`src/rtl/cmp_pkg.sv`:
```
// Shared types and helpers for the vector comparator pipeline.
package cmp_pkg;

  typedef enum logic [1:0] {
    CMP_GT = 2'b00,
    CMP_GE = 2'b01,
    CMP_EQ = 2'b10,
    CMP_LT = 2'b11
  } cmp_mode_e;

  // Width needed to hold a popcount of 0..lanes.
  function automatic int unsigned cnt_w(input int unsigned lanes);
    return $clog2(lanes + 1);
  endfunction

  function automatic logic apply_mode(input logic gt, input logic eq, input cmp_mode_e mode);
    logic r;
    r = 1'b0;
    unique case (mode)
      CMP_GT:  r = gt;
      CMP_GE:  r = gt | eq;
      CMP_EQ:  r = eq;
      CMP_LT:  r = ~gt & ~eq;
      default: r = 1'b0;
    endcase
    return r;
  endfunction

endpackage

```
`src/rtl/cmp_vec_pipe_if.sv`:
```
// Valid/ready bus carrying operand beats in and flag/count results out.
interface cmp_vec_pipe_if
  import cmp_pkg::*;
#(
  parameter int unsigned W     = 3,
  parameter int unsigned LANES = 4
);
  localparam int unsigned CW = cnt_w(LANES);

  logic               in_valid;
  logic               in_ready;
  logic [LANES*W-1:0] in_a;
  logic [LANES*W-1:0] in_b;
  logic [1:0]         in_mode;
  logic               out_valid;
  logic               out_ready;
  logic [LANES-1:0]   out_flags;
  logic [CW-1:0]      out_count;

  modport master (
    output in_valid, in_a, in_b, in_mode, out_ready,
    input  in_ready, out_valid, out_flags, out_count
  );

  modport slave (
    input  in_valid, in_a, in_b, in_mode, out_ready,
    output in_ready, out_valid, out_flags, out_count
  );
endinterface

```
`src/rtl/cmp_lane.sv`:
```
// Single-lane magnitude/equality compare, unsigned or two's complement.
module cmp_lane #(
  parameter int unsigned W      = 3,
  parameter bit          SIGNED = 1'b0
) (
  input  logic [W-1:0] a_i,
  input  logic [W-1:0] b_i,
  output logic         gt_o,
  output logic         eq_o
);

  if (SIGNED) begin : g_signed
    assign gt_o = $signed(a_i) > $signed(b_i);
  end else begin : g_unsigned
    assign gt_o = a_i > b_i;
  end

  assign eq_o = (a_i == b_i);

endmodule

```
`src/rtl/cmp_vec_pipe.sv`:
```
// Two-stage LANES-wide comparator: stage 1 holds raw gt/eq, stage 2 holds
// mode-applied flags and their popcount.
module cmp_vec_pipe
  import cmp_pkg::*;
#(
  parameter int unsigned W      = 3,
  parameter int unsigned LANES  = 4,
  parameter bit          SIGNED = 1'b0
) (
  input logic           clk,
  input logic           rst_n,
  cmp_vec_pipe_if.slave bus
);

  localparam int unsigned CW = cnt_w(LANES);

  logic [LANES-1:0] gt_c;
  logic [LANES-1:0] eq_c;

  logic             v1_q;
  logic [LANES-1:0] gt1_q;
  logic [LANES-1:0] eq1_q;
  cmp_mode_e        mode1_q;

  logic             v2_q;
  logic [LANES-1:0] flags_q;
  logic [LANES-1:0] flags_d;
  logic [CW-1:0]    count_q;
  logic [CW-1:0]    count_d;

  logic             rdy1;
  logic             rdy2;

  for (genvar i = 0; i < LANES; i++) begin : g_lane
    cmp_lane #(
      .W      (W),
      .SIGNED (SIGNED)
    ) u_lane (
      .a_i  (bus.in_a[i*W +: W]),
      .b_i  (bus.in_b[i*W +: W]),
      .gt_o (gt_c[i]),
      .eq_o (eq_c[i])
    );
  end

  // A stage may advance when it is empty or the stage after it advances.
  assign rdy2         = !v2_q || bus.out_ready;
  assign rdy1         = !v1_q || rdy2;
  assign bus.in_ready = rdy1;

  always_comb begin
    flags_d = '0;
    count_d = '0;
    for (int unsigned i = 0; i < LANES; i++) begin
      flags_d[i] = apply_mode(gt1_q[i], eq1_q[i], mode1_q);
      count_d    = count_d + CW'(flags_d[i]);
    end
  end

  always_ff @(posedge clk or negedge rst_n) begin
    if (!rst_n) begin
      v1_q    <= 1'b0;
      gt1_q   <= '0;
      eq1_q   <= '0;
      mode1_q <= CMP_GT;
    end else if (rdy1) begin
      v1_q <= bus.in_valid;
      if (bus.in_valid) begin
        gt1_q   <= gt_c;
        eq1_q   <= eq_c;
        mode1_q <= cmp_mode_e'(bus.in_mode);
      end
    end
  end

  always_ff @(posedge clk or negedge rst_n) begin
    if (!rst_n) begin
      v2_q    <= 1'b0;
      flags_q <= '0;
      count_q <= '0;
    end else if (rdy2) begin
      v2_q <= v1_q;
      if (v1_q) begin
        flags_q <= flags_d;
        count_q <= count_d;
      end
    end
  end

  assign bus.out_valid = v2_q;
  assign bus.out_flags = flags_q;
  assign bus.out_count = count_q;

endmodule

```
`src/flat_wrapper.sv`:
```
// flat-port wrapper written by rule: the top's interface ports become plain ports
module cmp_vec_pipe_flat import cmp_pkg::*;
#(
  parameter int unsigned W      = 3,
  parameter int unsigned LANES  = 4,
  parameter bit          SIGNED = 1'b0
)
  (clk, rst_n, bus_in_valid, bus_in_a, bus_in_b, bus_in_mode, bus_out_ready, bus_in_ready, bus_out_valid, bus_out_flags, bus_out_count);
  cmp_vec_pipe_if #(.W(W), .LANES(LANES)) bus_i ();
  input logic clk;
  input logic rst_n;
  input wire logic [$bits(bus_i.in_valid)-1:0] bus_in_valid;
  input wire logic [$bits(bus_i.in_a)-1:0] bus_in_a;
  input wire logic [$bits(bus_i.in_b)-1:0] bus_in_b;
  input wire logic [$bits(bus_i.in_mode)-1:0] bus_in_mode;
  input wire logic [$bits(bus_i.out_ready)-1:0] bus_out_ready;
  output wire logic [$bits(bus_i.in_ready)-1:0] bus_in_ready;
  output wire logic [$bits(bus_i.out_valid)-1:0] bus_out_valid;
  output wire logic [$bits(bus_i.out_flags)-1:0] bus_out_flags;
  output wire logic [$bits(bus_i.out_count)-1:0] bus_out_count;
  assign bus_i.in_valid = bus_in_valid;
  assign bus_i.in_a = bus_in_a;
  assign bus_i.in_b = bus_in_b;
  assign bus_i.in_mode = bus_in_mode;
  assign bus_i.out_ready = bus_out_ready;
  assign bus_in_ready = bus_i.in_ready;
  assign bus_out_valid = bus_i.out_valid;
  assign bus_out_flags = bus_i.out_flags;
  assign bus_out_count = bus_i.out_count;
  cmp_vec_pipe #(.W(W), .LANES(LANES), .SIGNED(SIGNED)) u_core (.clk(clk), .rst_n(rst_n), .bus(bus_i));
endmodule
```
`config.mk`:
```
export PLATFORM = sky130hd
export DESIGN_NAME = cmp_vec_pipe_flat
export DESIGN_NICKNAME = d
export VERILOG_FILES = /design/src/rtl/cmp_pkg.sv /design/src/rtl/cmp_vec_pipe_if.sv /design/src/rtl/cmp_lane.sv /design/src/rtl/cmp_vec_pipe.sv /design/src/flat_wrapper.sv
export SDC_FILE = /design/constraint.sdc
export NUM_CORES = 1
export LEC_CHECK = 0
export BUFFER_PORTS_ARGS = -buffer_cell sky130_fd_sc_hd__buf_4
export CORE_UTILIZATION = 54
export CTS_CLUSTER_SIZE = 30
export DETAILED_ROUTE_END_ITERATION = 8
export GPL_TIMING_DRIVEN = 0
export PLACE_DENSITY_LB_ADDON = 0.3
export SLEW_MARGIN = 5
export SYNTH_ARGS = -nofsm -noshare
export SYNTH_HDL_FRONTEND = slang
export SYNTH_SLANG_ARGS = --single-unit
```
`constraint.sdc`:
```
create_clock -name clk -period 4.49 [get_ports clk]
set_input_delay 0.898 -clock clk [delete_from_list [all_inputs] [get_ports clk]]
set_output_delay 0.898 -clock clk [all_outputs]
set_load 0.03 [all_outputs]
```
-- After elaboration in Yosys (flattened, before gate mapping)
Index checks and enable logic that the tools add are counted.
- flip-flop bits (word level): 19
- latch bits: 0
- RAM bits: 0
- bits in read-only memories: 0
- input port bits: 30
- output and inout port bits: 9
- word-level logic and storage cells: 48
- memories kept: 0
- add/subtract/negate cells: 3
- multiply operators: 0
- div/mod/pow operators: 0
- order comparisons: 4
- equality and inequality tests: 7
- shift operators: 0
- muxes and demuxes: 4
- bitwise logic cells: 16
- reductions and logical operators: 7
- operators by type and width (kind ; number):
    case mux 1 bit (4 select lines) ; 4
    == test 3 bit ; 4
    greater-than comparator 3 bit ; 4
    NOT 1 bit ; 8
    adder 3 x 1 -> 3 bit ; 2
    bitwise AND 1 bit ; 4
    == test 2 bit, second input constant ; 2
    bitwise OR 1 bit ; 4
    AND reduction 2 bit ; 2
    adder 1 x 1 -> 2 bit ; 1
    == test 2 x 1 -> 1 bit, second input constant ; 1
    zero test 1 bit ; 2
    zero test 2 bit ; 1
    logical OR 1 bit ; 2

-- Longest topological paths before layout
Gate-level depths: netlist of run 1.
- depth in word-level cells: 6
- mapped depth: 9
- mapped depth without buffers: 8

-- Cells and area by module
From an unflattened synthesis of run 1, not the netlist that was laid out.
- cells, all modules: 107
- area, all modules: 1271.2 µm²
- by module, submodules not included (module ; instances ; cells each ; area an instance (µm²)):
    cmp_vec_pipe ; 1 ; 67 ; 945.9
    cmp_lane ; 4 ; 10 ; 81.3

-- Worst setup path after synthesis of run 1
OpenSTA, ideal clock, no wires.
- kind: input to output
- start: in bus_out_ready
- end: out bus_in_ready
- data arrival time: 1263 ps
- data required time: 3592 ps
- slack: 2329 ps
- stages: 1
- cell sequence: nand3b_1
- cells in the longest elaborated chain, start to end: 2
- ends and longest elaborated chain (what ; line ; text):
    from (decl) ; flat_wrapper.sv:16 ; input wire logic [$bits(bus_i.out_ready)-1:0] bus_out_ready;
    logical OR 1 bit ; cmp_vec_pipe.sv:47 ; assign rdy2 = !v2_q || bus.out_ready;
    logical OR 1 bit ; cmp_vec_pipe.sv:48 ; assign rdy1 = !v1_q || rdy2;
    to (decl) ; flat_wrapper.sv:17 ; output wire logic [$bits(bus_i.in_ready)-1:0] bus_in_ready;
Every way passes these cells.

-- Final worst setup path of run 1
Ends and elaborated chain as after synthesis.

==> results.md, run 1 <==
* Vias at 1,006
* Num CTS Buffers at 3
* Vias in the first global route at between 900 and 1,000
* Largest net degree at the start of global routing at 20
* Ant. Diodes at 0
* Resize count post-CTS at 0
* WL final at 2324 um
* Cell total after placement at 178
* Sequential-to-total area share from yosys stat at 38.50%
* Syn Inst Count at 113
* Final Net Count at 201
* Share of layout cells above drive strength 1 at 38.71%
* Initial Utilization at 59.89%
* Iter 0 DRT Violations at 10
* Core area at approximately 2100 um^2
* Root Driver: clkbuf_4
* Full die area at 2482 um^2
* Die X at 49.82 um
* Static Leakage at 0.8349 nW
* Yosys cell types at 21
* Pwr per Cell Area at 368.6 nW/um^2
* RSZ-0062 raised after global routing: false
* Critical path arrival at between 1 and 1.5 ns
* Seq cells post-synth at 19
* Cts hold-fix bufs at 0
* Crit Path Max Fanout at 3
* Initial antenna violation count at 0
* Global-route wire length before repair at slightly above 4000 um
* CTS H-tree lvls at 1
* Gpl congestion at between 0.8 and 0.9
* Ports at 39
* Worst setup EP type: primary output
* Total track usage at 22.11%
* Register-to-register setup slack at about 2.3 ns
* Max Clock Skew at between 0.0009 and 0.001 ns
* Slew @ Worst Pin at approximately 0.28 ns
* Post-CTS Setup Inserts at 0
* CTS tree: done
* Hold Vio Cnt, Final at 0
* Crit share post-route at 51.65%
* Post-synth top area cell: dfrtp_1
* # Max-Cap Violations at 0
* FP Rows at 16
* Routed len/inst at between 10 and 15 um
* Post-synth top area share at between 30% and 40%
* Endpoints failing setup at 0
* Max-slew violations at 0
* Area delta synth->final at 28.07%
* Crit path required time at 3.59 ns
* Final non-filler cell total at 182
* Startpoint Class: primary input
* I/O Buffers at 38
* VDD IR max at between 0.0002 and 0.00025 V
* Synth top area cells: dfrtp_1 39%, ha_1 14%, mux2_2 13%
* Post-DP HPWL at ~1900 um
* Relative slew slack at 81.20%
* Synth Cell Area at 1235 um^2
* CP Class: primary input to primary output
* TritonRoute pass-1 iters at 4
* Overall die height at approximately 50 um
* Clock transition at the registers of the reported paths at 0.11 ns
* Drt drc at 0
* Drt via density at approximately 5.5
* Ys Warns at 0
* Hold crit path type: primary input to asynchronous set/reset pin
* Post-detailed-route count of antenna-violating nets at 0
* Worst-skew pair later-pin latency at 0.30 ns
* Syn nets at 158
* Clock Tree Buf Depth at 2
* Setup TNS at 0 ns
* Clk sinks at 19
* FMAX at roughly 0.43 GHz
* Syn Area/Cell at 10.93 um^2
* Minimum clock period at approximately 2.3 ns
* Total gr overflow at 0
* Outcome: completed
==> kinds of logic (layout without fill, tap and decap cells) <==
group / after synthesis / after routing / synth area share, %
buffers and inverters: 17 / 59 / 6.383
AOI/OAI and AO/OA: 14 / 14 / 7.497
adders and majority gates: 15 / 15 / 15.81
muxes: 15 / 15 / 13.58
and+or+nand+nor: 33 / 33 / 18.24
DFF: 19 / 19 / 38.50
==> per-stage QoR <==
stage / power, mW / utilization [%] / hold slack, ns / area, um^2 / setup WS [ns]
floorplan: 0.4095 / - / 0.4954 / 1235 / 2.329
global placement: 0.4895 / 75.36 / 0.4883 / 1554 / 2.198
detailed placement: 0.5016 / 75.36 / 0.4965 / 1554 / 2.174
CTS: 0.5893 / 76.70 / 0.4495 / 1582 / 2.172
global route: 0.6239 / 76.70 / 0.4552 / 1582 / 2.115
finish: 0.5829 / 76.70 / 0.4510 / 1582 / 2.171
==> area by class of cell <==
type	instances	area (um^2)
Fill cell	156	480.5
Clock inverter	1	5.005
Timing Repair Buffer	38	285.3
Sequential cell	19	475.5
Tap cell	27	33.78
Buffer	2	22.52
Clock buffer	3	22.52
Multi-Input combinational cell	77	680.7
Inverter	15	56.30
==> synthesized netlist by cell type <==
cell type,n
a21o_1,2
a21oi_1,8
and3_1,4
buf_6,2
dfrtp_1,19
fa_1,1
ha_1,14
inv_1,15
mux2_2,14
mux2i_1,1
nand2_1,2
nand2_2,1
nand2b_1,5
nand3b_1,9
nand4_1,2
nand4bb_1,2
nor2b_1,3
nor2b_4,1
nor3_1,4
o21a_1,2
o41a_1,2
==> critical path: stages <==
cell	delay, ns
buf_4	0.11
nand3b_1	0.21
buf_4	0.20
==> power by group <==
group / switching, mW / leakage (nW) / internal [mW] / total [mW]
registers: 0.0267 / 0.233 / 0.211 / 0.238
clock network: 0.0537 / 0.0177 / 0.0332 / 0.0869
logic: 0.132 / 0.585 / 0.126 / 0.258
total: 0.212 / 0.835 / 0.371 / 0.583
==> path summary, 6_finish.rpt <==
check | startpoint | endpoint | depth (start not counted)
worst max-delay path | bus_out_ready | bus_in_ready | 3
worst min register to register | u_core.bus.out_flags[0] | u_core.bus.out_flags[0] | 1
worst max register to register | u_core.mode1_q[1] | u_core.bus.out_count[1] | 9
worst min-delay path | rst_n | u_core.v1_q | 1
max in group asynchronous | rst_n | u_core.gt1_q[2] | 1
min in group clk | u_core.bus.out_flags[0] | u_core.bus.out_flags[0] | 1
==> registers in the layout (all words and copies together), names as in the netlist <==
register and flops:
u_core.bus.out_flags 4, u_core.eq1_q 4, u_core.gt1_q 4, u_core.bus.out_count 3, u_core.mode1_q 2, u_core.bus.out_valid 1, u_core.v1_q 1
==> cells in the final DEF, fill, tap and decap left out <==
master / synthesis / final
nand2_2: 1 / 1
clkinv_2: 0 / 1
dfrtp_1: 19 / 19
and3_1: 4 / 4
buf_4: 0 / 38
nor3_1: 4 / 4
mux2i_1: 1 / 1
a21oi_1: 8 / 8
nor2b_1: 3 / 3
nand2b_1: 5 / 5
nand2_1: 2 / 2
fa_1: 1 / 1
nand4bb_1: 2 / 2
ha_1: 14 / 14
mux2_2: 14 / 14
nor2b_4: 1 / 1
buf_6: 2 / 2
a21o_1: 2 / 2
o41a_1: 2 / 2
nand4_1: 2 / 2
nand3b_1: 9 / 9
inv_1: 15 / 15
clkbuf_4: 0 / 3
o21a_1: 2 / 2
==> routing by layer <==
metal	part of all wire, %	GRT usage (%)
met1	40	23.97
met3	2.9	1.852
met4	1.2	10.00
met2	56	42.57
met5	0	0
No activity file was read; power rests on OpenSTA's default activity.
==> run 2, diff against run 1 <==
Settings changed: CORE_ASPECT_RATIO set to 2, CORE_UTILIZATION 54 to 45.
Clock period 4.49 ns to 1.9 ns, I/O delays scaled along.
==> run 2 against run 1 <==
  * The flow now finishes with violations (negative setup slack)
  * Global-route usage shrank 1.9 points
  * Count of clock-buffer cells in the layout grew 1
  * Clock power grew to 3.2 times the previous value
  * Largest cell class unchanged
  * Sequential power grew 140%
  * Die area grew 20%
  * Critical path type is now register to register
  * Register-to-register slack lost 2.5 ns
  * Total power grew to 2.7 times the previous value
  * Hold slack lost 0.12 ns
  * Flip-flop and latch count is the same
  * Sequential share of layout area shrank 2.1 points
  * Critical path depth grew 6
  * Utilization shrank 10 points
  * Critical endpoint is now u_core.bus.out_count[1]
==> results.md, run 2 (synthesis gave the netlist of run 1 again) <==
* Initial antenna violation count at 0
* Clock share of power at 17.5%
* # Max-Cap Violations at 0
* Slew @ Worst Pin at approximately 0.36 ns
* Crit path required time at 2.04 ns
* Met2 Track Usage GR at around two fifths
* Hold crit path type: primary input to register
* Met1 usage at roughly 18%
* Power Internal at 1.041 mW
* Global-route wire length before repair at 4402 um
* Die X at 39.04 um
* Max-slew violations at 0
* CP Class: register to register
* Drt via density at 5.333
* Endpoints failing setup at 2
* Relative slew slack at about three quarters
* Most common cell after layout, fill and taps aside: buf_4
* Final Net Count at 210
* Slowest cell delay on critical path at 0.45 ns
* TritonRoute pass-1 iters at 4
* Minimum clock period at approximately 2.1 ns
* WL final at 2544 um
* Drt drc at 0
* Vias in the first global route at 1,071
* CTS tree: done
* Pwr per Cell Area at a little over 900 nW/um^2
* FMAX at 0.4665 GHz
* Hold Vio Cnt, Final at 0
* Post-DP HPWL at 1951 um
* Routed len/inst at ~13 um
* Clock Tree Buf Depth at 2
* Busiest grt layer: met2
* Total track usage at 20.24%
* I/O Buffers at 38
* FILL cells at 220
* Ant. Diodes at 0
* Startpoint Class: register
* VDD IR max at between 0.0005 and 0.0006 V
* FP Rows at 26
* Ports at 39
* Crit share post-route at 112.8%
* Root Driver: clkbuf_8
* Max Clock Skew at roughly 0.0031 ns
* Cell Chain, Critical Path: buf_6 > nand3b_1 > nand4_1 > ha_1 > inv_2 > fa_2 > inv_2 > ha_4 > mux2_4
* Full die area at about 3000 um^2
* Clk sinks at 19
* Gpl congestion at 0.7148
* Failing checks: negative setup slack
* Critical path arrival at 2.28 ns
* Largest net degree at the start of global routing at 20
* Share of layout cells above drive strength 1 at 45.12%
* Iter 0 DRT Violations at 28
* Worst-skew pair later-pin latency at 0.25 ns
* Clock transition at the registers of the reported paths at 0.07 ns
* Placed Area at about 1600 um^2
* Post-route cell area at 1704 um^2
* Total gr overflow at 0
* Sw Ratio at ~35%
* Core area at 2570 um^2
* CP most frequent cell: inv_2
* Vias at 1,024
* RSZ-0062 raised after global routing: true
* Switching Power at 0.5511 mW
* Overall die height at about 76 um
* Crit Path Max Fanout at 6
* Outcome: finished with violations
* Post-detailed-route count of antenna-violating nets at 0
* Num CTS Buffers at 3
* Critical-path top delay cell: dfrtp_2
* Initial Utilization at 48.05%
* Final setup margin at -0.2434 ns
* Most frequent cells in the layout: 46 x buf_4, 18 x dfrtp_1, 13 x inv_1, 13 x ha_1, 12 x mux2_2
* CTS H-tree lvls at 1
* Setup TNS at -0.2562 ns
* Comb power frac at 47.2%
* Area delta synth->final at 37.99%
* Worst setup EP type: register
* Sequential Power Share at 35.3%
* Static Leakage at 0.8896 nW
* Pre-CTS setup slack at -0.3380 ns
* Global Route met3 Usage at 4.082%
-- run 2: area by class of cell --
class | instances | area, um^2 | area share (%)
multi-input cells | 77 | 713.2 | 41.85
clock buffers | 4 | 45.04 | 2.643
repair buffers | 47 | 355.3 | 20.85
inverters | 15 | 56.30 | 3.304
well taps | 28 | 35.03 | 2.056
flip-flops and latches | 19 | 476.7 | 27.97
plain buffers | 2 | 22.52 | 1.322
-- run 2: critical path: cells and delay by family, from the launching register on --
kind	cells	cell delay, ns
simple gates	2	0.21
mux	1	0.27
flops	1	0.45
buf+inv	3	0.27
fa+ha+maj	3	0.85
-- run 2: per-layer routing --
layer  part of all wire [%]  wire length, um
met5                      0                0
met4                    2.2               55
met3                    3.4               87
met2                     62             1571
met1                     33              829
-- run 2: timing repair --
action / 4_1_cts / 5_1_grt
hold buffers: 1 / 0
endpoints found under the hold margin: 19 / 0
pin swaps: 2 / 1
cloned: 1 / 0
endpoints found under the setup margin: 3 / 4
resized for setup: 6 / 2
buffers inserted: 10 / 1
-- run 2: worst paths after layout --
check | startpoint | end | slack, ns | cells after the start
min | bus_in_valid | u_core.v1_q | 0.33 | 2
max reg2reg | u_core.mode1_q[1] | u_core.bus.out_count[1] | -0.24 | 9
max | u_core.mode1_q[1] | u_core.bus.out_count[1] | -0.24 | 9
min reg2reg | u_core.bus.out_count[2] | u_core.bus.out_count[2] | 0.51 | 1
max in group asynchronous | rst_n | u_core.mode1_q[1] | 1.14 | 2
min in group asynchronous | rst_n | u_core.bus.out_count[2] | 0.54 | 2
-- run 2: metrics by stage --
stage	util (%)	hold slack (ns)	power (mW)	std cells
floorplan	-	0.08441	0.9841	113
global placement	60.76	0.2627	1.174	179
detailed placement	60.76	0.2661	1.216	179
CTS	66.94	0.3330	1.611	195
global route	66.31	0.3427	1.713	192
finish	66.31	0.3318	1.592	192
-- run 2: power groups by stage --
stage	clock network [mW]	registers, mW	logic (mW)
finish	0.278	0.563	0.752
global route	0.303	0.576	0.834
CTS	0.281	0.563	0.767
detailed placement	0	0.572	0.645
global placement	0	0.565	0.610
floorplan	0	0.674	0.311
==> run 3, diff against run 2 <==
Settings changed: CORE_UTILIZATION 45 to 35.
==> run 3 against run 2 <==
  * The flow still finishes with violations (negative setup slack)
  * Die area increased by 27%
  * Clock power about the same
  * Final cell count increased by 3.1%
  * Critical endpoint unchanged
  * Highest routed layer unchanged
==> results.md, run 3 (synthesis gave the netlist of run 1 again) <==
* CP most frequent cell: inv_2
* Post-route cell area at 1722 um^2
* Post-detailed-route count of antenna-violating nets at 0
* Ports at 39
* Overall die height at ~86 um
* Startpoint Class: register
* Die X at roughly 44 um
* Fin util at 50.96%
* Endpoints failing setup at 2
* Clock transition at the registers of the reported paths at 0.07 ns
* Ant. Diodes at 0
* Drt via density at 5.096
* Final non-filler cell total at just under 200
* CP Class: register to register
* Vias in the first global route at 1,077
* Routed len/inst at 12.96 um
* Max-slew violations at 0
* Worst setup EP type: register
* Cell Chain, Critical Path: buf_6 > nand3b_1 > nand4_1 > ha_1 > inv_2 > fa_2 > inv_2 > ha_4 > mux2_4
* Initial Utilization at 36.56%
* Clk sinks at 19
* Critical-path top delay cell: dfrtp_2
* Share of layout cells above drive strength 1 at 46.39%
* Pwr per Cell Area at ~920 nW/um^2
* # Max-Cap Violations at 0
* Relative slew slack at 77.81%
* FILL cells at between 300 and 400
* Most common cell after layout, fill and taps aside: buf_4
* CTS H-tree lvls at 1
* RSZ-0062 raised after global routing: true
* Max Clock Skew at 0.004440 ns
* I/O Buffers at 38
* Total track usage at 15.06%
* Post-DP HPWL at 2015 um
* Clock Tree Buf Depth at 2
* Global-route wire length before repair at 4340 um
* Crit share post-route at 110.6%
* CTS tree: done
* Minimum clock period at 2.101 ns
* Final Net Count at 212
* Static Leakage at 0.8983 nW
* FP Rows at 30
* Root Driver: clkbuf_8
* Drt drc at 0
* Worst-skew pair later-pin latency at 0.25 ns
* FMAX at around 0.48 GHz
* Gpl congestion at approximately 0.77
* Cell total after placement at 183
* Most frequent cells in the layout: 48 x buf_4, 18 x dfrtp_1, 13 x inv_1, 13 x mux2_2, 13 x ha_1
* Crit path required time at 2.04 ns
* Crit Path Max Fanout at 6
* WL final at 2566 um
* Area delta synth->final at 39.41%
* Slew @ Worst Pin at 0.3303 ns
* Total gr overflow at 0
* Largest net degree at the start of global routing at 20
* Initial antenna violation count at 0
* Failing checks: negative setup slack
* Critical path arrival at around 2.2 ns
* TritonRoute pass-1 iters at 6
* Num CTS Buffers at 3
* Pre-CTS setup slack at -0.2995 ns
* Final setup margin at -0.2010 ns
* Hold crit path type: primary input to register
* Slowest cell delay on critical path at roughly 0.45 ns
* Hold Vio Cnt, Final at 0
* Outcome: finished with violations
* Placed Area at 1567 um^2
* Core area at 3378 um^2
* Iter 0 DRT Violations at 23
* Full die area at approximately 3800 um^2
* VDD IR max at 0.0004648 V
* Vias at between 1,000 and 1,500
run 3: cell count changes in the layout (fill, tap and decap cells not counted), sizes merged:
cell / before / now
buf: 48 / 50
clkbuf: 4 / 3
clkinv: 0 / 1
run 3: report_power, final:
| group | internal, mW | switching [mW] |
|---|---|---|
| Sequential | 0.501 | 0.0619 |
| Clock | 0.146 | 0.130 |
| Combinational | 0.390 | 0.350 |
run 3: per-layer routing:
layer / global-route usage [%] / vias to the layer above / wire length (um)
li1: - / 501 / -
met1: 13.03 / 482 / 885
met2: 30.75 / 22 / 1572
met3: 1.474 / 4 / 50
met4: 7.438 / 0 / 58
met5: 0 / - / 0
run 3: stage by stage:
| step | hold slack, ns | setup TNS (ns) | total power, mW |
|---|---|---|---|
| final | 0.3404 | -0.2930 | 1.579 |
| after CTS | 0.3392 | -0.3198 | 1.594 |
| after global placement | 0.2644 | -0.4162 | 1.179 |
| after detailed placement | 0.2689 | -0.4333 | 1.205 |
| after floorplan | 0.08441 | -0.1442 | 0.9841 |
| after global routing | 0.3316 | -0.6120 | 1.702 |
run 3: layout make-up:
class	count	area, um^2	area share [%]
Clock buffer	3	41.29	2.398
Sequential cell	19	476.7	27.69
Multi-Input combinational cell	77	709.4	41.21
Inverter	15	56.30	3.270
Clock inverter	1	5.005	0.2907
Tap cell	32	40.04	2.326
Buffer	2	22.52	1.308
Timing Repair Buffer	49	370.4	21.51
run 3: final timing paths:
kind | cells after the start | slack [ns] | startpoint | endpoint
worst max-delay path | 9 | -0.20 | u_core.mode1_q[1] | u_core.bus.out_count[1]
worst min-delay path | 2 | 0.34 | bus_in_valid | u_core.v1_q
worst max register to register | 9 | -0.20 | u_core.mode1_q[1] | u_core.bus.out_count[1]
worst min register to register | 1 | 0.51 | u_core.bus.out_count[1] | u_core.bus.out_count[1]
max in group asynchronous | 2 | 1.15 | rst_n | u_core.mode1_q[1]
min in group asynchronous | 2 | 0.53 | rst_n | u_core.bus.out_count[1]
run 3: critical path: cells and delay by family (launching register included):
kind,cells,cell delay (ns)
simple gates,2,0.21
fa+ha+maj,3,0.83
buf+inv,3,0.25
flops,1,0.45
mux,1,0.26
run 3: timing repair:
action / 4_1_cts / 5_1_grt
endpoints found under the setup margin: 3 / 4
setup buffers: 9 / 0
pin swaps: 2 / 2
endpoints found under the hold margin: 19 / 0
hold buffers: 1 / 0
gates resized for setup: 5 / 1
cloned: 1 / 0
